**src/rtl/display_pkg.sv**
```systemverilog
// Command codes and arbiter state type shared by display, display_spi
// and display_spi_arbiter.
package display_pkg;

  localparam logic [2:0] CMD_NONE         = 3'd0;
  localparam logic [2:0] CMD_RESET        = 3'd1;
  localparam logic [2:0] CMD_SEND_COMMAND = 3'd2;
  localparam logic [2:0] CMD_SEND_DATA    = 3'd3;

  typedef enum logic [1:0] {
    ARB_IDLE    = 2'd0,
    ARB_ISSUE   = 2'd1,
    ARB_HOLDOFF = 2'd2
  } arb_state_e;

endpackage

```
**src/rtl/display_arb_pick.sv**
```systemverilog
// Combinational two-way round-robin picker; a held lock masks out the
// non-owner so only the owner can win.
module display_arb_pick
  import display_pkg::*;
(
  input  logic [1:0] valid_i,
  input  logic       last_grant_i,
  input  logic       locked_i,
  input  logic       owner_i,
  output logic       grant_valid_o,
  output logic       grant_idx_o
);

  logic [1:0] eligible;

  always_comb begin
    eligible = valid_i;
    if (locked_i) begin
      eligible = owner_i ? (valid_i & 2'b10) : (valid_i & 2'b01);
    end
    grant_valid_o = |eligible;
    // On a tie the port that did not win last time goes next.
    grant_idx_o   = eligible[1] & (~eligible[0] | ~last_grant_i);
  end

endmodule

```
**src/rtl/display_spi_arbiter.sv**
```systemverilog
// Round-robin arbiter with lock sharing the display_spi command port.
// Optional lock watchdog: define DSPI_ARB_LOCK_TIMEOUT_EN.
module display_spi_arbiter
  import display_pkg::*;
#(
  parameter int LOCK_TIMEOUT = 4096
) (
  input  logic       clk,
  input  logic       rst,
  input  logic [2:0] p0_cmd,
  input  logic [7:0] p0_byte,
  input  logic       p0_lock,
  input  logic [2:0] p1_cmd,
  input  logic [7:0] p1_byte,
  input  logic       p1_lock,
  output logic       p0_ack,
  output logic       p1_ack,
  output logic [2:0] dspi_cmd,
  output logic [7:0] dspi_byte,
  input  logic       dspi_ready,
  output logic       busy,
  output logic       lock_timeout
);

  arb_state_e state_q, state_d;
  logic [2:0] cmd_q, cmd_d;
  logic [7:0] byte_q, byte_d;
  logic [1:0] ack_q, ack_d;
  logic       locked_q, locked_d;
  logic       owner_q, owner_d;
  logic       last_q, last_d;

  logic [1:0] valid;
  logic       grant_valid;
  logic       grant_idx;
  logic [2:0] win_cmd;
  logic [7:0] win_byte;
  logic       win_lock;
  logic [2:0] own_cmd;
  logic       own_lock;

  assign valid    = {p1_cmd != CMD_NONE, p0_cmd != CMD_NONE};
  assign win_cmd  = grant_idx ? p1_cmd  : p0_cmd;
  assign win_byte = grant_idx ? p1_byte : p0_byte;
  assign win_lock = grant_idx ? p1_lock : p0_lock;
  assign own_cmd  = owner_q ? p1_cmd  : p0_cmd;
  assign own_lock = owner_q ? p1_lock : p0_lock;

  display_arb_pick u_pick (
    .valid_i      (valid),
    .last_grant_i (last_q),
    .locked_i     (locked_q),
    .owner_i      (owner_q),
    .grant_valid_o(grant_valid),
    .grant_idx_o  (grant_idx)
  );

`ifdef DSPI_ARB_LOCK_TIMEOUT_EN
  localparam int CNT_W = $clog2(LOCK_TIMEOUT + 1);
  localparam logic [CNT_W-1:0] TMO = CNT_W'(LOCK_TIMEOUT);

  logic [CNT_W-1:0] cnt_q, cnt_d;
  logic             tmo_q, tmo_d;
  logic             lock_idle;
  logic             force_release;
`endif

  always_comb begin
    state_d  = state_q;
    cmd_d    = CMD_NONE;
    byte_d   = byte_q;
    ack_d    = 2'b00;
    locked_d = locked_q;
    owner_d  = owner_q;
    last_d   = last_q;
    unique case (state_q)
      ARB_IDLE: begin
        if (dspi_ready && grant_valid) begin
          cmd_d            = win_cmd;
          byte_d           = win_byte;
          ack_d[grant_idx] = 1'b1;
          last_d           = grant_idx;
          locked_d         = win_lock;
          owner_d          = win_lock ? grant_idx : owner_q;
          state_d          = ARB_ISSUE;
        end else if (locked_q && own_cmd == CMD_NONE && !own_lock) begin
          locked_d = 1'b0;
        end
      end
      ARB_ISSUE:   state_d = ARB_HOLDOFF;
      ARB_HOLDOFF: state_d = ARB_IDLE;
      default:     state_d = ARB_IDLE;
    endcase
`ifdef DSPI_ARB_LOCK_TIMEOUT_EN
    // Owner parked on its lock without asking for anything: count toward release.
    lock_idle     = (state_q == ARB_IDLE) && locked_q && own_cmd == CMD_NONE && own_lock;
    force_release = lock_idle && (cnt_q + 1'b1 == TMO);
    tmo_d         = tmo_q | force_release;
    cnt_d         = '0;
    if (force_release) begin
      locked_d = 1'b0;
    end else if (lock_idle) begin
      cnt_d = cnt_q + 1'b1;
    end
`endif
  end

  always_ff @(posedge clk) begin
    if (rst) begin
      state_q  <= ARB_IDLE;
      cmd_q    <= CMD_NONE;
      byte_q   <= 8'h00;
      ack_q    <= 2'b00;
      locked_q <= 1'b0;
      owner_q  <= 1'b0;
      last_q   <= 1'b1;
    end else begin
      state_q  <= state_d;
      cmd_q    <= cmd_d;
      byte_q   <= byte_d;
      ack_q    <= ack_d;
      locked_q <= locked_d;
      owner_q  <= owner_d;
      last_q   <= last_d;
    end
  end

`ifdef DSPI_ARB_LOCK_TIMEOUT_EN
  always_ff @(posedge clk) begin
    if (rst) begin
      cnt_q <= '0;
      tmo_q <= 1'b0;
    end else begin
      cnt_q <= cnt_d;
      tmo_q <= tmo_d;
    end
  end

  assign lock_timeout = tmo_q;
`else
  assign lock_timeout = 1'b0;
`endif

  assign dspi_cmd  = cmd_q;
  assign dspi_byte = byte_q;
  assign p0_ack    = ack_q[0];
  assign p1_ack    = ack_q[1];
  assign busy      = (state_q != ARB_IDLE) || locked_q;

endmodule

```
**config.mk**
```make
export PLATFORM = sky130hd
export DESIGN_NAME = display_spi_arbiter
export DESIGN_NICKNAME = d
export VERILOG_FILES = /design/src/rtl/display_pkg.sv /design/src/rtl/display_arb_pick.sv /design/src/rtl/display_spi_arbiter.sv
export SDC_FILE = /design/constraint.sdc
export NUM_CORES = 1
export LEC_CHECK = 0
export CELL_PAD_IN_SITES_DETAIL_PLACEMENT = 0
export CELL_PAD_IN_SITES_GLOBAL_PLACEMENT = 1
export CORE_UTILIZATION = 23
export DETAILED_ROUTE_END_ITERATION = 10
export GPL_ROUTABILITY_DRIVEN = 0
export GPL_TIMING_DRIVEN = 0
export MAX_ROUTING_LAYER = met4
export PLACE_DENSITY_LB_ADDON = 0.1
export SYNTH_ARGS = -nofsm -noshare
export SYNTH_HDL_FRONTEND = slang
export SYNTH_SLANG_ARGS = --single-unit
```
**constraint.sdc**
```tcl
create_clock -name clk -period 2.6 [get_ports clk]
set_clock_uncertainty 0.2 [all_clocks]
set_input_delay 0.52 -clock clk [delete_from_list [all_inputs] [get_ports clk]]
set_output_delay 0.52 -clock clk [all_outputs]
set_load 0.01 [all_outputs]
```
Yosys cells after proc, flatten, opt, wreduce, memory -nomap -nowiden
Index checks and enable logic that the tools add are counted.
{"block": "word_totals", "ff_bits": 18, "latchBits": 0, "mem_bits_rw": 0, "romBits": 0, "input_bits": 27, "out_inout_bits": 15, "wordCells": 47, "memories": 0}
{"block": "classes", "n_addsub": 0, "n_mul": 0, "div": 0, "order_cmp": 2, "eq_ne": 2, "shift": 0, "muxes": 13, "n_bitwise": 6, "n_reduce_logical": 17}
{"cell": "8-bit two-way mux", "count": 1}
{"cell": "2-bit two-way mux", "count": 3}
{"cell": "3-bit two-way mux", "count": 2}
{"cell": "3-bit nonzero test", "count": 2}
{"cell": "1-bit two-way mux", "count": 5}
{"cell": "1-bit logical AND", "count": 4}
{"cell": "1-bit inverter", "count": 4}
{"cell": "2-bit one-hot mux with 2 select lines", "count": 1}
{"cell": "2-bit AND reduction", "count": 2}
{"cell": "2-bit nonzero test", "count": 2}
{"cell": "3-bit zero test", "count": 1}
{"cell": "3-bit AND reduction", "count": 1}
{"cell": "3-bit OR reduction", "count": 1}
{"cell": "2-bit by 1-bit == test with 1-bit output, second input constant", "count": 1}
{"cell": "2-bit zero test", "count": 1}
{"cell": "1-bit by 2-bit < comparator with 1-bit output, second input constant", "count": 1}
{"cell": "2-bit != test, second input constant", "count": 1}
{"cell": "2-bit OR reduction", "count": 1}
{"cell": "1-bit bitwise AND", "count": 1}
{"cell": "1-bit demux with 1-bit select", "count": 1}
{"cell": "1-bit greater-or-equal comparator, second input constant", "count": 1}
{"cell": "1-bit zero test", "count": 1}
{"cell": "1-bit logical OR", "count": 1}
{"cell": "1-bit OR", "count": 1}

Logic depth before layout (Yosys ltp)
Gate-level depths: netlist of the first run.
{"block": "logic_depth", "depth_word": 10, "mapped_depth": 5, "ltp_nobuf": 4}

Cells and area by module
Synthesis of the first run repeated with hierarchy kept, for this count alone.
{"block": "unflattened", "hier_cells": 85, "hier_area_um2": 814.5}
{"mod": "display_spi_arbiter", "instances": 1, "cells_each": 79, "area_each_um2": 779.5, "seq_area_each_um2": 360.3}
{"mod": "display_arb_pick", "instances": 1, "cells_each": 6, "area_each_um2": 35.0, "seq_area_each_um2": 0.0}

Least setup slack after synthesis of the first run
OpenSTA, ideal clock, no wires.
{"block": "synth_timing", "path_kind": "input to register", "start": "input port p0_cmd[0]", "end": "register byte_q[3], in the netlist dspi_byte[3]", "setup_ns": 0.141, "arrival_ns": 1.787, "required_ns": 2.259, "slack_ns": 0.472, "path_stages": 5, "path_buffers": 1, "cell_sequence": "or3_4 > a211oi_4 > buf_8 > mux2i_1 > a211oi_2"}
{"block": "synth_between", "elab_chain_cells": 7, "elab_cells_between_ends": 10, "classes_between": "mux (3); bitwise (3); reduce/logical (4)"}
{"item": "start, declared", "line": "display_spi_arbiter.sv:10", "text": "input logic [2:0] p0_cmd,"}
{"item": "3-bit nonzero test *", "line": "display_spi_arbiter.sv:42", "text": "assign valid = {p1_cmd != CMD_NONE, p0_cmd != CMD_NONE};"}
{"item": "2-bit two-way mux", "line": "display_arb_pick.sv:19", "text": "eligible = owner_i ? (valid_i & 2'b10) : (valid_i & 2'b01);"}
{"item": "2-bit two-way mux *", "line": "display_arb_pick.sv:18", "text": "if (locked_i) begin"}
{"item": "1-bit inverter", "line": "display_arb_pick.sv:23", "text": "grant_idx_o = eligible[1] & (~eligible[0] | ~last_grant_i);"}
{"item": "1-bit OR", "line": "display_arb_pick.sv:23"}
{"item": "1-bit bitwise AND", "line": "display_arb_pick.sv:23"}
{"item": "8-bit two-way mux", "line": "display_spi_arbiter.sv:44", "text": "assign win_byte = grant_idx ? p1_byte : p0_byte;"}
{"item": "end signal, assigned", "line": "display_spi_arbiter.sv:120", "text": "byte_q <= byte_d;"}
{"item": "end, declared", "line": "display_spi_arbiter.sv:27", "text": "logic [7:0] byte_q, byte_d;"}
Mark *: on every way between the ends. The rest lies on a longest branch, timed or not.
A chain may end at the register's enable or synchronous reset.

Worst setup path in the final report of the first run
{"block": "layout_timing", "start": "input port p1_cmd[1]", "end": "register last_q"}
{"block": "layout_between", "elab_chain_cells": 6, "elab_cells_between_ends": 7, "classes_between": "mux (2); bitwise (1); reduce/logical (4)"}
{"item": "start, declared", "line": "display_spi_arbiter.sv:13", "text": "input logic [2:0] p1_cmd,"}
{"item": "3-bit nonzero test *", "line": "display_spi_arbiter.sv:42"}
{"item": "2-bit two-way mux", "line": "display_arb_pick.sv:19"}
{"item": "2-bit two-way mux *", "line": "display_arb_pick.sv:18"}
{"item": "2-bit OR reduction", "line": "display_arb_pick.sv:21", "text": "grant_valid_o = |eligible;"}
{"item": "1-bit logical AND", "line": "display_spi_arbiter.sv:78", "text": "if (dspi_ready && grant_valid) begin"}
{"item": "2-bit AND reduction (no source line)"}
{"item": "end signal, assigned", "line": "display_spi_arbiter.sv:124", "text": "last_q <= last_d;"}
{"item": "end, declared", "line": "display_spi_arbiter.sv:31", "text": "logic last_q, last_d;"}
Marked as above.

==> summary.txt, run 1 <==
drt initial violations - 22
Area contributors post-synth - dfxtp_1 41%, mux2i_1 13%, a211oi_2 5.7%, a21oi_1 5.1%, nor3_1 3.4%
Distinct cells, synth - 29
layout net count - 160
CTS tree - yes
Yosys reg bits - 18
Detailed Route WL - 2250 µm
row cnt - 22
Pre-antenna DRT Iters - 3
outcome - completed
Die Area - 0.00407 mm²
Crit Path Category - primary input to flop
power per cell area - 533 mW/mm²
first-pass GRT wire length - 3820 µm
final hold vios - 0
Sequential Power Share - 0.418
GR Util All Layers - 0.127
antenna-violating nets left - 0
Slew @ Worst Pin - 639 ps
n_diodes - 0
Mapped Area - 878 µm²
clk root buf - clkbuf_8
Tcrit/Tclk final - 0.923
Pins Over Slew Limit - 0
Worst-Skew Late Latency - 250 ps
synthesized instance count - 88
Max Cap Viol - 0
cts repair resizes - 0
yosys warns - 0
crit path time final - 2400 ps
RSZ-0062 raised after global routing - false
Clock power frac - 0.301
largest net degree at the start of global routing - 11
internal power - 0.551 mW
# clock sinks - 18
VDD IR max - 244 µV
grt ovf - 0
# port buffers - 39
CP Max Fanout - 10
routed len/inst - 12.5 µm
Die Span Y - 63.8 µm
vias per inst - 4.59
Final Setup Violations - 0
relative slew slack - 0.574
I/O Pins - 42
sw frac - 0.258
syn_nets - 115
commonest non-fill, non-tap cells in the layout - 39 x clkdlybuf4s50_1, 18 x dfxtp_1, 11 x mux2i_1
Startpoint Class - primary input
Core Box Area - 0.00366 mm²
vias in the first global route - 824
Max Freq - 417 MHz
Area Growth Syn to Fin - 58.4%
antenna violations before repair - 0
setup TNS - 0 ps
Core Util, Final - 0.380
Hold WC Path Type - flop to flop
Worst Path Arrival - 2340 ps
Clock Path Buffers - 2
Num CTS Buffers - 3
worst endpoint required time - 2540 ps
DPL Wire Length - 1660 µm
Die W - 63.8 µm
Initial Util - 0.240
H-Tree Depth - 1
vias - 827
sequential fraction of the synthesis area - 0.410
post-synthesis average cell area - 9.98 µm²
Worst-path clk slew - 70 ps
crit end category - flop
fillcell total - 379
Combinational Power Share - 0.281
Lkg Pwr - 0.489 nW
most common cell after layout, fill and taps aside - clkdlybuf4s50_1
layout cell share with drive strength beyond 1 - 0.121
Synth top area share - 0.410
Switch Pwr - 0.191 mW
leading area contributor after synthesis - dfxtp_1
DRC Markers - 0
==> critical path, cell delays in order <==
cell	delay, ps
clkdlybuf4s50_1	510
nor3_2	90
o22ai_1	210
clkbuf_1	400
nand2_1	280
a211o_1	330
==> through the flow <==
| step | cells | worst slack, ps | area (µm²) | power (mW) | hold WS [ps] |
|---|---|---|---|---|---|
| final | 180 | 200 | 1390 | 0.742 | 280 |
| after global routing | 180 | 40.9 | 1390 | 0.788 | 320 |
| after CTS | 179 | 36.3 | 1380 | 0.752 | 287 |
| after global placement | 175 | -241 | 1330 | 0.523 | 275 |
| after detailed placement | 175 | -220 | 1330 | 0.524 | 277 |
| after floorplan | 88 | 472 | 878 | 0.425 | 237 |
==> Yosys cell counts, drive strengths merged <==
cell type,n
a2111oi,1
a211o,1
a211oi,9
a21boi,1
a21oi,9
a32oi,2
and2,2
and3,1
buf,3
clkbuf,4
conb,1
dfxtp,18
inv,1
mux2i,11
nand2,1
nand2b,2
nor2,4
nor2b,2
nor3,7
nor3b,3
o22ai,1
o32ai,1
or3,3
==> kinds of logic after synthesis <==
kind of cell	share of synthesized area
buffers and inverters	0.0513
other	0.00427
and+or+nand+nor	0.171
muxes	0.125
AOI/OAI and AO/OA	0.238
DFF	0.410
==> sequential cells by signal, indices dropped and copies added, names as in the netlist <==
| name | count |
|---|---|
| dspi_byte | 8 |
| locked_q | 1 |
| ack_q | 2 |
| dspi_cmd | 3 |
| owner_q | 1 |
| last_q | 1 |
| state_q | 2 |
==> power by group through the flow <==
stage / logic [mW] / registers [mW] / clock network [mW]
6_report: 0.208 / 0.310 / 0.223
4_1_cts: 0.209 / 0.311 / 0.233
3_5_place_dp: 0.208 / 0.317 / 0
2_1_floorplan: 0.102 / 0.323 / 0
3_3_place_gp: 0.207 / 0.316 / 0
5_1_grt: 0.226 / 0.314 / 0.249
==> area by class of cell <==
type                    count  area (µm²)  share of cell area
multi-input cells          62         473               0.340
repair buffers             40         398               0.286
flip-flops and latches     18         360               0.259
well taps                  48        60.1              0.0432
clock buffers               4        55.1              0.0396
plain buffers               7        41.3              0.0297
inverters                   1        3.75             0.00270
==> path summary, 6_finish.rpt <==
check	start	end	slack, ps	cells past startpoint
worst min register to register	state_q[1]	state_q[1]	280	1
worst max register to register	owner_q	last_q	500	5
worst min-delay path	state_q[1]	state_q[1]	280	1
worst max-delay path	p1_cmd[1]	last_q	200	6
==> per-layer routing <==
metal | global-route usage | part of all wire
met4 | 0.0256 | 0.0058
met3 | 0.0518 | 0.069
met2 | 0.203 | 0.49
met1 | 0.149 | 0.44
met5 | - | 0
==> repair_timing <==
item / CTS / global route
buffers inserted: 0 / 1
setup endpoints to repair: 0 / 4
hold buffers: 0 / 0
Note: power is estimated with default switching activity, not from simulation.
==> run 2: changes to the inputs <==
Settings changed: CAP_MARGIN set to 15.
==> results of run 2 <==
The final DEF is identical to that of run 1; final timing and power are the same.
==> run 3: changes to the inputs <==
Settings changed: CORE_MARGIN set to 3, CORE_UTILIZATION 23 to 29.
==> summary.txt, run 3 (synthesis results as in run 1) <==
I/O Pins - 42 (unchanged)
Worst Path Arrival - 2460 ps (+120 ps)
max reg flops - 8 (unchanged)
Slowest-stage cell, CP - a211oi_4
cts repair resizes - 0 (unchanged)
Max Cap Viol - 0 (unchanged)
layout cell share with drive strength beyond 1 - 0.115 (-0.00671)
setup TNS - 0 ps (unchanged)
vias in the first global route - 793 (-3.8%)
Pre-antenna DRT Iters - 3 (unchanged)
drt initial violations - 25 (+14%)
GRT met2 Usage - 0.213 (+0.00953)
grt ovf - 0 (unchanged)
crit path time final - 2500 ps (+104 ps)
CP Max Fanout - 10 (unchanged)
Num CTS Buffers - 3 (unchanged)
row cnt - 19 (-14%)
antenna-violating nets left - 0 (unchanged)
vias - 820 (-0.85%)
Pins Over Slew Limit - 0 (unchanged)
Tcrit/Tclk final - 0.963 (+0.0399)
Final Setup Violations - 0 (unchanged)
# clock sinks - 18 (unchanged)
Die Area - 0.00373 mm² (-8.5%)
cts hold-fix bufs - 0 (unchanged)
Detailed Route WL - 2150 µm (-4.7%)
first-pass GRT wire length - 3440 µm (-9.9%)
antenna violations before repair - 0 (unchanged)
clk root buf - clkbuf_4
CTS tree - yes
power per cell area - 508 mW/mm² (-4.8%)
crit end category - flop
Lkg Pwr - 0.477 nW (-2.6%)
commonest non-fill, non-tap cells in the layout - 39 x clkdlybuf4s50_1, 18 x dfxtp_1, 11 x mux2i_1
routed len/inst - 13.2 µm (+5.9%)
Setup Buffers After CTS - 0 (unchanged)
relative slew slack - 0.613 (+0.0384)
# port buffers - 39 (unchanged)
Startpoint Class - primary input
Worst-path clk slew - 100 ps (+30 ps)
n_diodes - 0 (unchanged)
Critical Path Max Stage Delay - 510 ps (about the same)
H-Tree Depth - 1 (unchanged)
Die W - 61.0 µm (-4.3%)
Most Used Layer, Global Route - met2
outcome - completed
met1 global-route usage - 0.146 (-0.00351)
most common cell after layout, fill and taps aside - clkdlybuf4s50_1
GR Util All Layers - 0.129 (+0.00224)
Core Box Area - 0.00283 mm² (-23%)
Hold WC Path Type - flop to flop
Crit Path Category - primary input to flop
final hold vios - 0 (unchanged)
CP Cell Sequence - clkdlybuf4s50_1 -> or3_4 -> a211oi_4 -> buf_8 -> mux2i_1 -> a211oi_2
vias per inst - 5.06 (+10%)
DPL Wire Length - 1630 µm (-2.0%)
VDD IR max - 193 µV (-21%)
Core Util, Final - 0.475 (+0.0950)
layout net count - 159 (-0.63%)
Worst-Skew Late Latency - 290 ps (+40 ps)
RSZ-0062 raised after global routing - false
Initial Util - 0.310 (+0.0706)
worst endpoint required time - 2550 ps (about the same)
Area Growth Syn to Fin - 53.0%
Total Power - 0.683 mW (-8.0%)
Max Freq - 399 MHz (-4.1%)
Clock Path Buffers - 2 (unchanged)
largest net degree at the start of global routing - 11 (unchanged)
M3 GR Usage - 0.0294 (-0.0224)
Slew @ Worst Pin - 581 ps (-57.6 ps)
DRC Markers - 0 (unchanged)
final hold slack - 301 ps (+21.3 ps)
Die Span Y - 61.0 µm (-4.3%)
[run 3: changes by cell type in the layout (fill, tap and decap cells not counted)]
cell,change
buf_4,-1
clkbuf_4,+3
clkbuf_8,-3
[run 3: metal layers]
metal / up-vias / wire [µm]
met3: 4 / 133
li1: 414 / -
met2: 24 / 1080
met5: - / 0
met4: 0 / 23
met1: 378 / 904
[run 3: worst max-delay path, delay by kind of cell]
| family | cells | cell delay, ps |
|---|---|---|
| muxes | 1 | 250 |
| buffers and inverters | 2 | 670 |
| AOI/OAI and AO/OA | 2 | 600 |
| and+or+nand+nor | 1 | 410 |
[run 3: layout make-up]
class	instances	area [µm²]
buffer	7	41.3
clock buffer	4	36.3
fill	280	1490
inverter	1	3.75
multi-input combinational	62	473
sequential	18	360
tap	31	38.8
timing repair buffer	39	390
[run 3: final timing paths]
kind                   start      endpoint  slack, ps  depth (start not counted)
hold reg to reg   state_q[1]    state_q[1]        300                          1
setup reg to reg     owner_q        last_q        560                          5
hold / removal    state_q[1]    state_q[1]        300                          1
setup / recovery   p0_cmd[0]  dspi_byte[6]        100                          6
[run 3: metrics by stage]
step           instance area (µm²)  cells  worst slack [ps]
2_1_floorplan                  878     88               472
3_3_place_gp                  1310    158              -238
3_5_place_dp                  1310    158              -250
4_1_cts                       1340    162              62.4
5_1_grt                       1340    162              21.8
6_report                      1340    162              96.3
[run 3: where the power goes]
| part | leakage (nW) | total [mW] | internal, mW | switching [mW] |
|---|---|---|---|---|
| Clock | 0.0210 | 0.170 | 0.0852 | 0.0845 |
| Combinational | 0.307 | 0.203 | 0.116 | 0.0864 |
| Sequential | 0.148 | 0.310 | 0.298 | 0.0122 |
| Total | 0.477 | 0.683 | 0.499 | 0.183 |
